`config.mk`:
```
export PLATFORM = sky130hd
export DESIGN_NAME = pipeline_sequencer
export DESIGN_NICKNAME = d
export VERILOG_FILES = /design/src/rtl/pipeline_sequencer_pkg.sv /design/src/rtl/pipeline_sequencer_stall_priority_resolver.sv /design/src/rtl/pipeline_sequencer.sv
export SDC_FILE = /design/constraint.sdc
export NUM_CORES = 1
export LEC_CHECK = 0
export ABC_AREA = 1
export BUFFER_PORTS_ARGS = -buffer_cell sky130_fd_sc_hd__buf_2
export CORE_UTILIZATION = 50
export CTS_CLUSTER_SIZE = 8
export DETAILED_ROUTE_END_ITERATION = 10
export PLACE_DENSITY = 0.78
export SYNTH_ARGS = -nofsm -noshare
export SYNTH_HDL_FRONTEND = slang
export SYNTH_HIERARCHICAL = 1
export SYNTH_SLANG_ARGS = --single-unit
```
`constraint.sdc`:
```
create_clock -name clock -period 2.65 [get_ports clock]
set_clock_uncertainty 0.1 [all_clocks]
set_input_delay 0.3975 -clock clock [delete_from_list [all_inputs] [get_ports clock]]
set_output_delay 0.3975 -clock clock [all_outputs]
set_load 0.02 [all_outputs]
```
`src/rtl/pipeline_sequencer_pkg.sv`:
```
// Shared definitions for the pipeline stall/bubble/halt sequencer.
//   sequencer_state_t : FSM encoding (RUN, STALL, DRAIN, HALTED)
//   stall_source_t    : resolved stall source (NONE, DECODE, EXECUTE, MEMORY)
//   stage_enables_t   : four stage enables plus three bubble strobes
//   stall_count_t     : width shared with the hazard units' stall counters
package pipeline_sequencer_pkg;

  localparam int STALL_COUNT_W = 4;

  typedef logic [STALL_COUNT_W-1:0] stall_count_t;

  typedef enum logic [1:0] {
    RUN,
    STALL,
    DRAIN,
    HALTED
  } sequencer_state_t;

  typedef enum logic [1:0] {
    NONE,
    DECODE,
    EXECUTE,
    MEMORY
  } stall_source_t;

  typedef struct packed {
    logic fetch_en;
    logic decode_en;
    logic execute_en;
    logic memory_en;
    logic execute_bubble;
    logic memory_bubble;
    logic writeback_bubble;
  } stage_enables_t;

  // Free-running pipeline: every register loads, no NOPs injected.
  localparam stage_enables_t ENABLES_RUN = '{
    fetch_en: 1'b1, decode_en: 1'b1, execute_en: 1'b1, memory_en: 1'b1,
    execute_bubble: 1'b0, memory_bubble: 1'b0, writeback_bubble: 1'b0
  };

endpackage

```
`src/rtl/pipeline_sequencer_stall_priority_resolver.sv`:
```
// Combinational stall priority resolver.
// Maps the three stall requests to the single winning source and the
// matching stage enables / bubble strobes. Priority: memory > execute > decode.
// Ports:
//   stall_decode, stall_execute, stall_memory : raw stall requests
//   source                                   : winning stall source (NONE if idle)
//   enables                                  : stage enables + bubble strobes
module stall_priority_resolver
  import pipeline_sequencer_pkg::*;
(
  input  logic           stall_decode,
  input  logic           stall_execute,
  input  logic           stall_memory,
  output stall_source_t  source,
  output stage_enables_t enables
);

  // Each stage upstream of the stalling one freezes; the register directly
  // downstream of the stalling stage gets a NOP so younger work is not
  // duplicated. A bubble only targets a register that is still loading.
  always_comb begin
    source  = NONE;
    enables = ENABLES_RUN;
    if (stall_memory) begin
      source                   = MEMORY;
      enables.fetch_en         = 1'b0;
      enables.decode_en        = 1'b0;
      enables.execute_en       = 1'b0;
      enables.memory_en        = 1'b0;
      enables.writeback_bubble = 1'b1;
    end else if (stall_execute) begin
      source                = EXECUTE;
      enables.fetch_en      = 1'b0;
      enables.decode_en     = 1'b0;
      enables.execute_en    = 1'b0;
      enables.memory_bubble = 1'b1;
    end else if (stall_decode) begin
      source                 = DECODE;
      enables.fetch_en       = 1'b0;
      enables.decode_en      = 1'b0;
      enables.execute_bubble = 1'b1;
    end
  end

endmodule

```
`src/rtl/pipeline_sequencer.sv`:
```
// Central stall/bubble/halt controller for the five-stage pipeline.
// Optional feature macro: PIPELINE_PERF_COUNTERS_EN (per-source stall counters).
// Ports:
//   clock, reset (synchronous, active-low)
//   stallReqDecode/Execute/Memory : level stall requests, honoured the same cycle
//   haltRequest                   : pulse, starts an orderly drain
//   fetch/decode/execute/memoryEnable : pipeline register load enables
//   execute/memory/writebackBubble    : load NOP into the named register
//   stallCount : consecutive decode-stall cycles (saturating)
//   halted, deadlock : sticky status flags, cleared only by reset
//   state      : current FSM state (debug visibility)
//   perfDecodeStalls/ExecuteStalls/MemoryStalls : only with the macro defined
// Request semantics: a stage holds its stallReq high for as long as it needs
// the pipeline frozen; the enables returned in that same cycle are final.
module pipeline_sequencer
  import pipeline_sequencer_pkg::*;
#(
  parameter int STALL_COUNT_WIDTH = STALL_COUNT_W,  // keep equal to stall_count_t width
  parameter int DEADLOCK_LIMIT    = 64,             // must be >= 2
  parameter int DRAIN_CYCLES      = 4
) (
  input  logic                         clock,
  input  logic                         reset,
  input  logic                         stallReqDecode,
  input  logic                         stallReqExecute,
  input  logic                         stallReqMemory,
  input  logic                         haltRequest,
  output logic                         fetchEnable,
  output logic                         decodeEnable,
  output logic                         executeEnable,
  output logic                         memoryEnable,
  output logic                         executeBubble,
  output logic                         memoryBubble,
  output logic                         writebackBubble,
  output logic [STALL_COUNT_WIDTH-1:0] stallCount,
  output logic                         halted,
  output logic                         deadlock,
  output sequencer_state_t             state
`ifdef PIPELINE_PERF_COUNTERS_EN
  ,
  output logic [31:0]                  perfDecodeStalls,
  output logic [31:0]                  perfExecuteStalls,
  output logic [31:0]                  perfMemoryStalls
`endif
);

  localparam int DL_W = $clog2(DEADLOCK_LIMIT + 1);
  localparam int DR_W = $clog2(DRAIN_CYCLES + 1);

  stall_source_t  src_raw;
  stall_source_t  src;
  stage_enables_t en_raw;
  stage_enables_t en;
  logic           any_stall;
  logic           dl_hit;
  logic [DL_W-1:0] dl_cnt;
  logic [DR_W-1:0] drain_cnt;

  stall_priority_resolver u_resolver (
    .stall_decode  (stallReqDecode),
    .stall_execute (stallReqExecute),
    .stall_memory  (stallReqMemory),
    .source        (src_raw),
    .enables       (en_raw)
  );

  // Once halted the pipeline is frozen: requests no longer resolve to a source,
  // so every counter stops.
  assign src       = (state == HALTED) ? NONE : src_raw;
  assign any_stall = (src != NONE);
  assign dl_hit    = any_stall && (dl_cnt == DL_W'(DEADLOCK_LIMIT - 1));

  always_comb begin
    en = en_raw;
    case (state)
      DRAIN: begin
        // Fetch stays closed; the decode->execute register takes NOPs whenever
        // it is loading so the instruction held in decode is never re-issued.
        en.fetch_en       = 1'b0;
        en.execute_bubble = en_raw.execute_en;
      end
      HALTED:  en = '0;
      default: ;
    endcase
  end

  assign fetchEnable     = en.fetch_en;
  assign decodeEnable    = en.decode_en;
  assign executeEnable   = en.execute_en;
  assign memoryEnable    = en.memory_en;
  assign executeBubble   = en.execute_bubble;
  assign memoryBubble    = en.memory_bubble;
  assign writebackBubble = en.writeback_bubble;

  always_ff @(posedge clock) begin
    if (!reset) begin
      state      <= RUN;
      dl_cnt     <= '0;
      drain_cnt  <= '0;
      stallCount <= '0;
      halted     <= 1'b0;
      deadlock   <= 1'b0;
    end else begin
      if (src == DECODE) begin
        if (stallCount != {STALL_COUNT_WIDTH{1'b1}})
          stallCount <= stallCount + STALL_COUNT_WIDTH'(1);
      end else begin
        stallCount <= '0;
      end

      if (state != HALTED)
        dl_cnt <= any_stall ? dl_cnt + DL_W'(1) : '0;

      if (dl_hit) begin
        state    <= HALTED;
        halted   <= 1'b1;
        deadlock <= 1'b1;
      end else begin
        case (state)
          RUN, STALL: begin
            if (haltRequest) begin
              state     <= DRAIN;
              drain_cnt <= '0;
            end else begin
              state <= any_stall ? STALL : RUN;
            end
          end
          DRAIN: begin
            // Stalled cycles do not count toward the drain.
            if (!any_stall) begin
              if (drain_cnt == DR_W'(DRAIN_CYCLES - 1)) begin
                state  <= HALTED;
                halted <= 1'b1;
              end else begin
                drain_cnt <= drain_cnt + DR_W'(1);
              end
            end
          end
          default: ;
        endcase
      end
    end
  end

`ifdef PIPELINE_PERF_COUNTERS_EN
  always_ff @(posedge clock) begin
    if (!reset) begin
      perfDecodeStalls  <= '0;
      perfExecuteStalls <= '0;
      perfMemoryStalls  <= '0;
    end else begin
      if (src == DECODE)  perfDecodeStalls  <= perfDecodeStalls + 32'd1;
      if (src == EXECUTE) perfExecuteStalls <= perfExecuteStalls + 32'd1;
      if (src == MEMORY)  perfMemoryStalls  <= perfMemoryStalls + 32'd1;
    end
  end

`ifndef SYNTHESIS
  always_ff @(posedge clock) begin
    if (reset && any_stall)
      $display("[pipeline_sequencer] stall source %s", src.name());
  end
`endif
`endif

endmodule

```
==> results of run 1 <==
## worst min-delay path, cell delays in order
cell and delay [ns]:
buf_2 0.13, nand2_1 0.07, nor2_1 0.04
## area by class of cell
| class | count | area share [%] |
|---|---|---|
| Multi-Input combinational cell | 103 | 45.12 |
| Sequential cell | 18 | 30.57 |
| Inverter | 31 | 9.873 |
| Timing Repair Buffer | 20 | 8.493 |
| Clock buffer | 4 | 3.079 |
| Tap cell | 27 | 2.866 |
## metrics by stage
step	util [%]	cell area, um^2
2_1_floorplan	-	1035
3_3_place_gp	58.23	1142
3_5_place_dp	58.23	1142
4_1_cts	60.08	1179
5_1_grt	60.08	1179
6_report	60.08	1179
## cells by family (layout without fill, tap and decap cells)
family | after synthesis | count (layout) | synth area share (%)
AOI/OAI and AO/OA | 16 | 16 | 8.464
xor gates and xnor gates | 2 | 2 | 1.693
adders and majority gates | 4 | 4 | 4.837
buffers and inverters | 34 | 55 | 13.78
DFF | 18 | 18 | 34.83
and+or+nand+nor | 81 | 81 | 36.40
## power groups by stage
stage	registers, uW	clock network (uW)	logic [uW]
floorplan	301	0	72.4
global placement	298	0	96.5
detailed placement	298	0	99.3
CTS	292	174	99.5
global route	294	184	113
finish	292	171	99.3
## worst max path at each step
stage / startpoint / endpoint
global placement: stallReqExecute / drain_cnt[0]$_SDFFE_PN0P_
detailed placement: stallReqMemory / halted$_SDFFE_PN0P_
finish: state[1]$_SDFFE_PN0P_ / memoryEnable
floorplan: state[1]$_SDFFE_PN0P_ / executeBubble
CTS: state[1]$_SDFFE_PN0P_ / memoryEnable
global route: state[1]$_SDFFE_PN0P_ / memoryEnable
## layer usage
metal / routed length [um] / vias up
met2: 918 / 29
li1: - / 517
met5: 0 / -
met4: 54 / 0
met3: 120 / 5
met1: 898 / 434
## sequential cells by signal, indices dropped and copies added, names as in the netlist
| name | count |
|---|---|
| dl_cnt | 7 |
| state | 2 |
| drain_cnt | 3 |
| halted | 1 |
| stallCount | 4 |
| deadlock | 1 |
## cells in the final DEF (no fill, tap or decap)
master	count
nand4_1	3
xnor2_1	1
xor2_1	1
ha_1	4
a21oi_1	9
inv_2	5
clkbuf_4	3
o21ai_0	4
nor2_2	5
o21ai_1	1
nor3_1	1
nor3_4	1
o21bai_2	1
clkbuf_8	1
inv_1	26
nand3_1	11
or2_2	4
nand2_2	3
a31oi_1	1
buf_2	20
dfxtp_1	18
nand2_4	1
nor2_1	21
nand2_1	31
==> results.txt, run 1 <==
Combinational Power Share - 17.6%
Hold Vio Cnt, Final - 0
max-cap violations - 0
Clk pwr share - 30.4%
Root Driver - clkbuf_4
slowest CP cell - dfxtp_1
hold buffers post-CTS - 0
drt total wl - 1992 um
Post-Syn Instances - 155
Crit path max-delay family - flip-flops
worst reg-to-reg path cell count - 9
GRT met3 Usage - 4.528%
register area share after synthesis - 34.82%
area leader, netlist - dfxtp_1
Worst EP arrival - 1.27 ns
Total GRT Usage - 21.73%
maximum fanout along the worst path - 11
Setup crit end kind - output port
DR DRC count - 0
DR iter-0 viols - 31
Multi-input gate area - 531.8 um^2
Final #Nets - 187
LEAKAGE - 0.0006299 uW
commonest cells in the synthesized netlist - nand2_1, inv_1, nor2_1
R2R Setup Slk - 1.14 ns
Worst-Skew Late Latency - 0.30 ns
Cells on Worst Hold Path - 3
starting density of the core - 52.74%
die height - 47.49 um
Core ar. - 1962 um^2
Syn Nets - 165
Slew @ Worst Pin - 0.3268 ns
Tcrit/Tclk final - 66.60%
top post-synthesis cells by area - dfxtp_1, nand2_1, inv_1
Async S/R FF share, synth - 0%
Placer Congestion - 0.8778
Yosys reg bits - 18
routed vias - 985
Worst R2R End - drain_cnt[0]$_SDFFE_PN0P_
DIE AREA - 2255 um^2
Data required, critical path - 2.15 ns
TritonRoute pass-1 iters - 5
setup ws final - 0.8851 ns
dpl cells - 199
Tightest Hold Check Type - in -> reg
Slew Limit Headroom - 78.21%
Tot Pwr - 563.1 uW
areal power density over the cells - 477.7 nW/um^2
Sink Count - 18
Syn Area/Cell - 6.676 um^2
WS Path Type - reg -> out
FF/Latch Area - 360.3 um^2
most common cell in the netlist - nand2_1
top-area cell type share of the netlist area - 34.82%
number of vias per cell - 4.852
Reg-to-Reg Start - drain_cnt[0]$_SDFFE_PN0P_
H-tree Lvls - 1
layout cells sized above 1 - 25.00%
ANT nets after route - 0
Switch Pwr - 161.8 uW
Achievable Freq - 566.6 MHz
Critical Path Source Type - flop
Sw Share - 28.74%
worst-case clock buffer depth - 2
Stages on worst setup path - 4
Filler Cells Inserted - 201
drt wl/cell - 9.813 um
Rows - 16
Layout Cells excl Fill - 203
hold_sp - reset
post-CTS setup buffers - 0
total grt overflow - 0
Max VDD drop - 324.4 uV
Worst Hold Path EP - drain_cnt[0]$_SDFFE_PN0P_
CTS clk-pin slew, worst paths - 0.10 ns
Final Max Slew Viols - 0
Setup TNS - 0 ns
port buffer count - 20
Synth Cell Area - 1035 um^2
Ys Warns - 6
Buf+Inv Stages, Crit Path - 2
pre-CTS setup slack - 0.9606 ns
dpl hpwl - 1537 um
Hold Slack - 0.2746 ns
RSZ-0062 raised after global routing - no
number of synthesized flops with an enable pin - 0
ys flop type - dfxtp_1
Diodes inserted - 0
grt met1 use - 25.12%
chip width - 47.49 um
outcome - finished clean
initial antenna violation count - 0
via count of the first global-routing pass - 824
CP cell instances - nand2_2, inv_2, nor2_1, buf_2
Inserted Clock Buffers - 3
Area Overhead vs Synth - 13.91%
Max stage delay on crit path - 0.41 ns
P_int - 401.2 uW
M2 GR Usage - 35.89%
pin count of the biggest net entering global routing - 12
Final min period - 1.765 ns
fraction of power consumed by sequential logic - 51.9%
post-CTS resize count - 0
total I/O pin count - 21
CTS tree - done
final setup violating endpoints - 0
Synth cell types - 23
first-pass GRT wire length - 3298 um
GRT busiest layer - met2
(Power assumes the default switching activity.)
==> inputs of run 2 (changes only) <==
==> constraint.sdc (replaced) <==
create_clock -name clock -period 1.65 [get_ports clock]
set_clock_uncertainty 0.1 [all_clocks]
set_input_delay 0.2475 -clock clock [delete_from_list [all_inputs] [get_ports clock]]
set_output_delay 0.2475 -clock clock [all_outputs]
set_load 0.02 [all_outputs]
==> results.txt, run 2 (synthesis gave the netlist of run 1 again) <==
outcome - finished clean (unchanged)
TritonRoute pass-1 iters - 4 (was 5)
CTS clk-pin slew, worst paths - 0.10 ns (about the same)
Slew Limit Headroom - 77.45% (was 78.21%)
Diodes inserted - 0 (unchanged)
DIE AREA - 2255 um^2 (unchanged)
Sink Count - 18 (unchanged)
Tot Pwr - 896.7 uW (was 563.1 uW)
dpl hpwl - 1567 um (was 1537 um)
maximum fanout along the worst path - 11 (unchanged)
drt total wl - 1966 um (was 1992 um)
Rows - 16 (unchanged)
largest registers - dl_cnt: 7 flops, stallCount: 4 flops, drain_cnt: 3 flops (unchanged)
worst-case clock buffer depth - 2 (unchanged)
Core ar. - 1962 um^2 (unchanged)
Final Max Slew Viols - 0 (unchanged)
hold buffers post-CTS - 0 (unchanged)
max reg flops - 7 (unchanged)
ANT nets after route - 0 (unchanged)
CTS tree - done (unchanged)
initial antenna violation count - 0 (unchanged)
Root Driver - clkbuf_4 (unchanged)
Final min period - 1.572 ns
first-pass GRT wire length - 3118 um (was 3298 um)
layout cells sized above 1 - 25.00% (unchanged)
Tightest Hold Check Type - in -> reg (unchanged)
areal power density over the cells - 759.2 nW/um^2 (was 477.7 nW/um^2)
LEAKAGE - 0.0006295 uW (was 0.0006299 uW)
number of vias per cell - 4.675 (was 4.852)
pin count of the biggest net entering global routing - 12 (unchanged)
Data required, critical path - 1.30 ns (was 2.15 ns)
Area Overhead vs Synth - 14.15% (was 13.91%)
total grt overflow - 0 (unchanged)
Setup crit end kind - output port (unchanged)
DR iter-0 viols - 13 (was 31)
Final #Nets - 187 (unchanged)
Slew @ Worst Pin - 0.3383 ns (was 0.3268 ns)
via count of the first global-routing pass - 813 (was 824)
port buffer count - 20 (unchanged)
Total GRT Usage - 20.14% (was 21.73%)
most common cell after layout, fill and taps aside - nand2_1 (unchanged)
drt wl/cell - 9.685 um (was 9.813 um)
WS Path Type - reg -> out (unchanged)
total I/O pin count - 21 (unchanged)
starting density of the core - 52.74% (unchanged)
Max VDD drop - 528.5 uV (was 324.4 uV)
max-cap violations - 0 (unchanged)
die height - 47.49 um (unchanged)
Critical Path Source Type - flop (unchanged)
final setup violating endpoints - 0 (unchanged)
most frequent cells in the layout - nand2_1, inv_1, nor2_1 (unchanged)
Tcrit/Tclk final - 95.27%
Hold Vio Cnt, Final - 0 (unchanged)
Top reg by flops - dl_cnt (unchanged)
routed vias - 949 (was 985)
Achievable Freq - 636.2 MHz
RSZ-0062 raised after global routing - no (unchanged)
chip width - 47.49 um (unchanged)
H-tree Lvls - 1 (unchanged)
Worst-Skew Late Latency - 0.29 ns (was 0.30 ns)
Inserted Clock Buffers - 3 (unchanged)
Placer Congestion - 0.8778 (unchanged)
Setup TNS - 0 ns (unchanged)
DR DRC count - 0 (unchanged)
Worst EP arrival - 1.22 ns (was 1.27 ns)
==> run 2: cell types whose count changed in the layout (fill, tap and decap cells not counted) <==
| cell | before | now |
|---|---|---|
| inv_2 | 5 | 4 |
| inv_4 | 0 | 1 |
==> run 2: report_power, final <==
group / switching [uW] / total (uW) / internal (uW) / leakage (uW)
clock: 132 / 267 / 134 / 0.0000210
sequential: 16.5 / 470 / 454 / 0.000147
combinational: 103 / 159 / 56.2 / 0.000462
==> run 2: stage by stage <==
stage | std cells | utilization (%) | hold slack, ns | setup WS, ns | area (um^2)
floorplan | 155 | - | 0.2736 | 0.1796 | 1035
global placement | 199 | 58.23 | 0.3428 | 0.1564 | 1142
detailed placement | 199 | 58.23 | 0.3626 | 0.1035 | 1142
CTS | 203 | 60.08 | 0.1090 | 0.01576 | 1179
global route | 203 | 60.20 | 0.1379 | 0.002793 | 1181
finish | 203 | 60.20 | 0.1186 | 0.07810 | 1181
==> run 2: repair_timing <==
action	in CTS	in global routing
resized for setup	0	1
setup buffers	0	0
setup endpoints to repair	0	5
==> run 2: routing by layer <==
metal / vias up / global-route usage [%] / part of all wire [%]
met4: 0 / 13.14 / 1.8
met1: 404 / 22.27 / 47
met5: - / 0 / 0
li1: 518 / - / -
met3: 4 / 4.906 / 4.0
met2: 23 / 34.25 / 47
==> run 2: worst paths after layout <==
check                            startpoint                   endpoint  slack [ns]  depth (start not counted)
setup / recovery      state[1]$_SDFFE_PN0P_              executeEnable        0.08                          4
hold / removal                        reset  drain_cnt[0]$_SDFFE_PN0P_        0.12                          3
setup reg to reg  drain_cnt[0]$_SDFFE_PN0P_  drain_cnt[2]$_SDFFE_PN0P_        0.14                          6
hold reg to reg       deadlock$_SDFFE_PN0P_      deadlock$_SDFFE_PN0P_        0.37                          2
==> run 2: area by class of cell <==
type | instances | area, um^2
fill | 204 | 780.7
multi-input combinational | 103 | 531.8
sequential | 18 | 360.3
inverter | 31 | 118.9
timing repair buffer | 20 | 100.1
clock buffer | 4 | 36.28
tap | 27 | 33.78
==> run 2: critical path: stages, from the launching register on <==
cell,delay [ns]
dfxtp_1,0.41
nand2_2,0.15
inv_4,0.16
nor2_1,0.06
buf_2,0.15
==> inputs of run 3 (changes only) <==
--- a/config.mk
+++ b/config.mk
@@ -7,10 +7,10 @@
 export LEC_CHECK = 0
 export ABC_AREA = 1
 export BUFFER_PORTS_ARGS = -buffer_cell sky130_fd_sc_hd__buf_2
-export CORE_UTILIZATION = 50
+export CORE_UTILIZATION = 53
 export CTS_CLUSTER_SIZE = 8
 export DETAILED_ROUTE_END_ITERATION = 10
-export PLACE_DENSITY = 0.78
+export PLACE_DENSITY = 0.81
 export SYNTH_ARGS = -nofsm -noshare
 export SYNTH_HDL_FRONTEND = slang
 export SYNTH_HIERARCHICAL = 1
==> results.txt, run 3 (synthesis gave the netlist of run 1 again) <==
worst-case clock buffer depth - 2 (unchanged)
Core ar. - 1783 um^2 (was 1962 um^2)
die height - 46.19 um (was 47.49 um)
Total GRT Usage - 22.95% (was 20.14%)
first-pass GRT wire length - 3422 um (was 3118 um)
Setup TNS - 0 ns (unchanged)
H-tree Lvls - 1 (unchanged)
largest registers - dl_cnt: 7 flops, stallCount: 4 flops, drain_cnt: 3 flops (unchanged)
setup ws final - 0.05936 ns (was 0.07810 ns)
DIE AREA - 2133 um^2 (was 2255 um^2)
Rows - 15 (was 16)
CTS tree - done (unchanged)
routed vias - 1005 (was 949)
drt total wl - 2164 um (was 1966 um)
Max VDD drop - 671.1 uV (was 528.5 uV)
most frequent cells in the layout - nand2_1, inv_1, nor2_1 (unchanged)
total I/O pin count - 21 (unchanged)
chip width - 46.19 um (was 47.49 um)
max-cap violations - 0 (unchanged)
Worst Hold Path EP - drain_cnt[2]$_SDFFE_PN0P_ (was drain_cnt[0]$_SDFFE_PN0P_)
WS Path Type - reg -> out (unchanged)
DR iter-0 viols - 25 (was 13)
initial antenna violation count - 0 (unchanged)
Inserted Clock Buffers - 3 (unchanged)
drt wl/cell - 10.77 um (was 9.685 um)
Diodes inserted - 0 (unchanged)
Placer Congestion - 0.8772 (was 0.8778)
Top reg by flops - dl_cnt (unchanged)
Root Driver - clkbuf_4 (unchanged)
Tightest Hold Check Type - in -> reg (unchanged)
Final #Nets - 187 (unchanged)
TritonRoute pass-1 iters - 4 (unchanged)
starting density of the core - 58.04% (was 52.74%)
Cells on Worst Hold Path - 3 (unchanged)
pin count of the biggest net entering global routing - 12 (unchanged)
Worst EP arrival - 1.24 ns (was 1.22 ns)
Final min period - 1.591 ns (was 1.572 ns)
Hold Vio Cnt, Final - 0 (unchanged)
hold buffers post-CTS - 0 (unchanged)
outcome - finished clean (unchanged)
RSZ-0062 raised after global routing - no (unchanged)
max reg flops - 7 (unchanged)
Area Overhead vs Synth - 14.15% (unchanged)
Data required, critical path - 1.30 ns (about the same)
Worst-Skew Late Latency - 0.31 ns (was 0.29 ns)
R2R Setup Slk - 0.15 ns (was 0.14 ns)
Final Max Slew Viols - 0 (unchanged)
pre-CTS setup slack - 0.03515 ns (was 0.1035 ns)
Slew @ Worst Pin - 0.3553 ns (was 0.3383 ns)
total grt overflow - 0 (unchanged)
Tcrit/Tclk final - 96.40% (was 95.27%)
Critical Path Source Type - flop (unchanged)
ANT nets after route - 0 (unchanged)
Reg-to-Reg Start - drain_cnt[0]$_SDFFE_PN0P_ (unchanged)
via count of the first global-routing pass - 861 (was 813)
most common cell after layout, fill and taps aside - nand2_1 (unchanged)
maximum fanout along the worst path - 5 (was 11)
Achievable Freq - 628.7 MHz (was 636.2 MHz)
Worst R2R End - drain_cnt[1]$_SDFFE_PN0P_ (was drain_cnt[2]$_SDFFE_PN0P_)
Sink Count - 18 (unchanged)
dpl hpwl - 1626 um (was 1567 um)
hold_sp - reset (unchanged)
worst reg-to-reg path cell count - 9 (was 6)
final setup violating endpoints - 0 (unchanged)
CTS clk-pin slew, worst paths - 0.11 ns (was 0.10 ns)
Setup crit end kind - output port (unchanged)
port buffer count - 20 (unchanged)
areal power density over the cells - 776.3 nW/um^2 (was 759.2 nW/um^2)
LEAKAGE - 0.0006298 uW (was 0.0006295 uW)
layout cells sized above 1 - 26.14% (was 25.00%)
Slew Limit Headroom - 76.31% (was 77.45%)
DR DRC count - 0 (unchanged)
number of vias per cell - 5.000 (was 4.675)
## run 3: cell counts in the layout (fill, tap and decap cells not counted)
No cell type changed its count.
## run 3: worst max-delay path by stage
stage                     startpoint                        end  depth (start not counted)
2_1_floorplan  state[1]$_SDFFE_PN0P_              executeBubble                          2
3_3_place_gp          stallReqMemory        halted$_SDFFE_PN0P_                          9
3_5_place_dp          stallReqMemory  drain_cnt[0]$_SDFFE_PN0P_                         10
4_1_cts        state[0]$_SDFFE_PN0P_              executeBubble                          4
5_1_grt        state[0]$_SDFFE_PN0P_              executeBubble                          4
6_report       state[0]$_SDFFE_PN0P_              executeBubble                          4
## run 3: layout make-up
cell class / count / area [um^2]
Sequential cell: 18 / 362.8
Fill cell: 153 / 601.8
Timing Repair Buffer: 20 / 100.1
Inverter: 31 / 118.9
Clock buffer: 4 / 36.28
Multi-Input combinational cell: 103 / 531.8
Tap cell: 25 / 31.28
## run 3: what timing repair did
item	CTS	global route
setup endpoints to repair	6	6
gates resized for setup	3	1
gates cloned	0	0
setup buffers	0	0
## run 3: routing by layer
layer | up-vias | part of all wire [%] | GRT usage (%) | wire [um]
met2 | 33 | 51 | 41.41 | 1094
met1 | 446 | 42 | 24.40 | 905
met3 | 5 | 5.3 | 4.706 | 114
li1 | 521 | - | - | -
met4 | 0 | 2.3 | 12.94 | 50
met5 | - | 0 | 0 | 0
## run 3: critical path, stage by stage, from the launching register on
cell and delay [ns]:
dfxtp_2 0.36, inv_1 0.09, nand2_1 0.13, o21ai_1 0.16
buf_2 0.19
## run 3: report_power, final
part / internal, uW / switching, uW / leakage, uW
combinational: 56.1 / 107 / 0.000462
clock: 135 / 147 / 0.0000210
sequential: 455 / 16.5 / 0.000147
## run 3: per-stage QoR
| stage | instances | hold slack (ns) | area (um^2) | util, % | power, uW |
|---|---|---|---|---|---|
| 2_1_floorplan | 155 | 0.2736 | 1035 | - | 599.7 |
| 3_3_place_gp | 197 | 0.3446 | 1140 | 63.93 | 634.5 |
| 3_5_place_dp | 197 | 0.3435 | 1140 | 63.93 | 639.3 |
| 4_1_cts | 201 | 0.09758 | 1180 | 66.18 | 922.7 |
| 5_1_grt | 201 | 0.1143 | 1181 | 66.25 | 961.6 |
| 6_report | 201 | 0.1022 | 1181 | 66.25 | 916.9 |
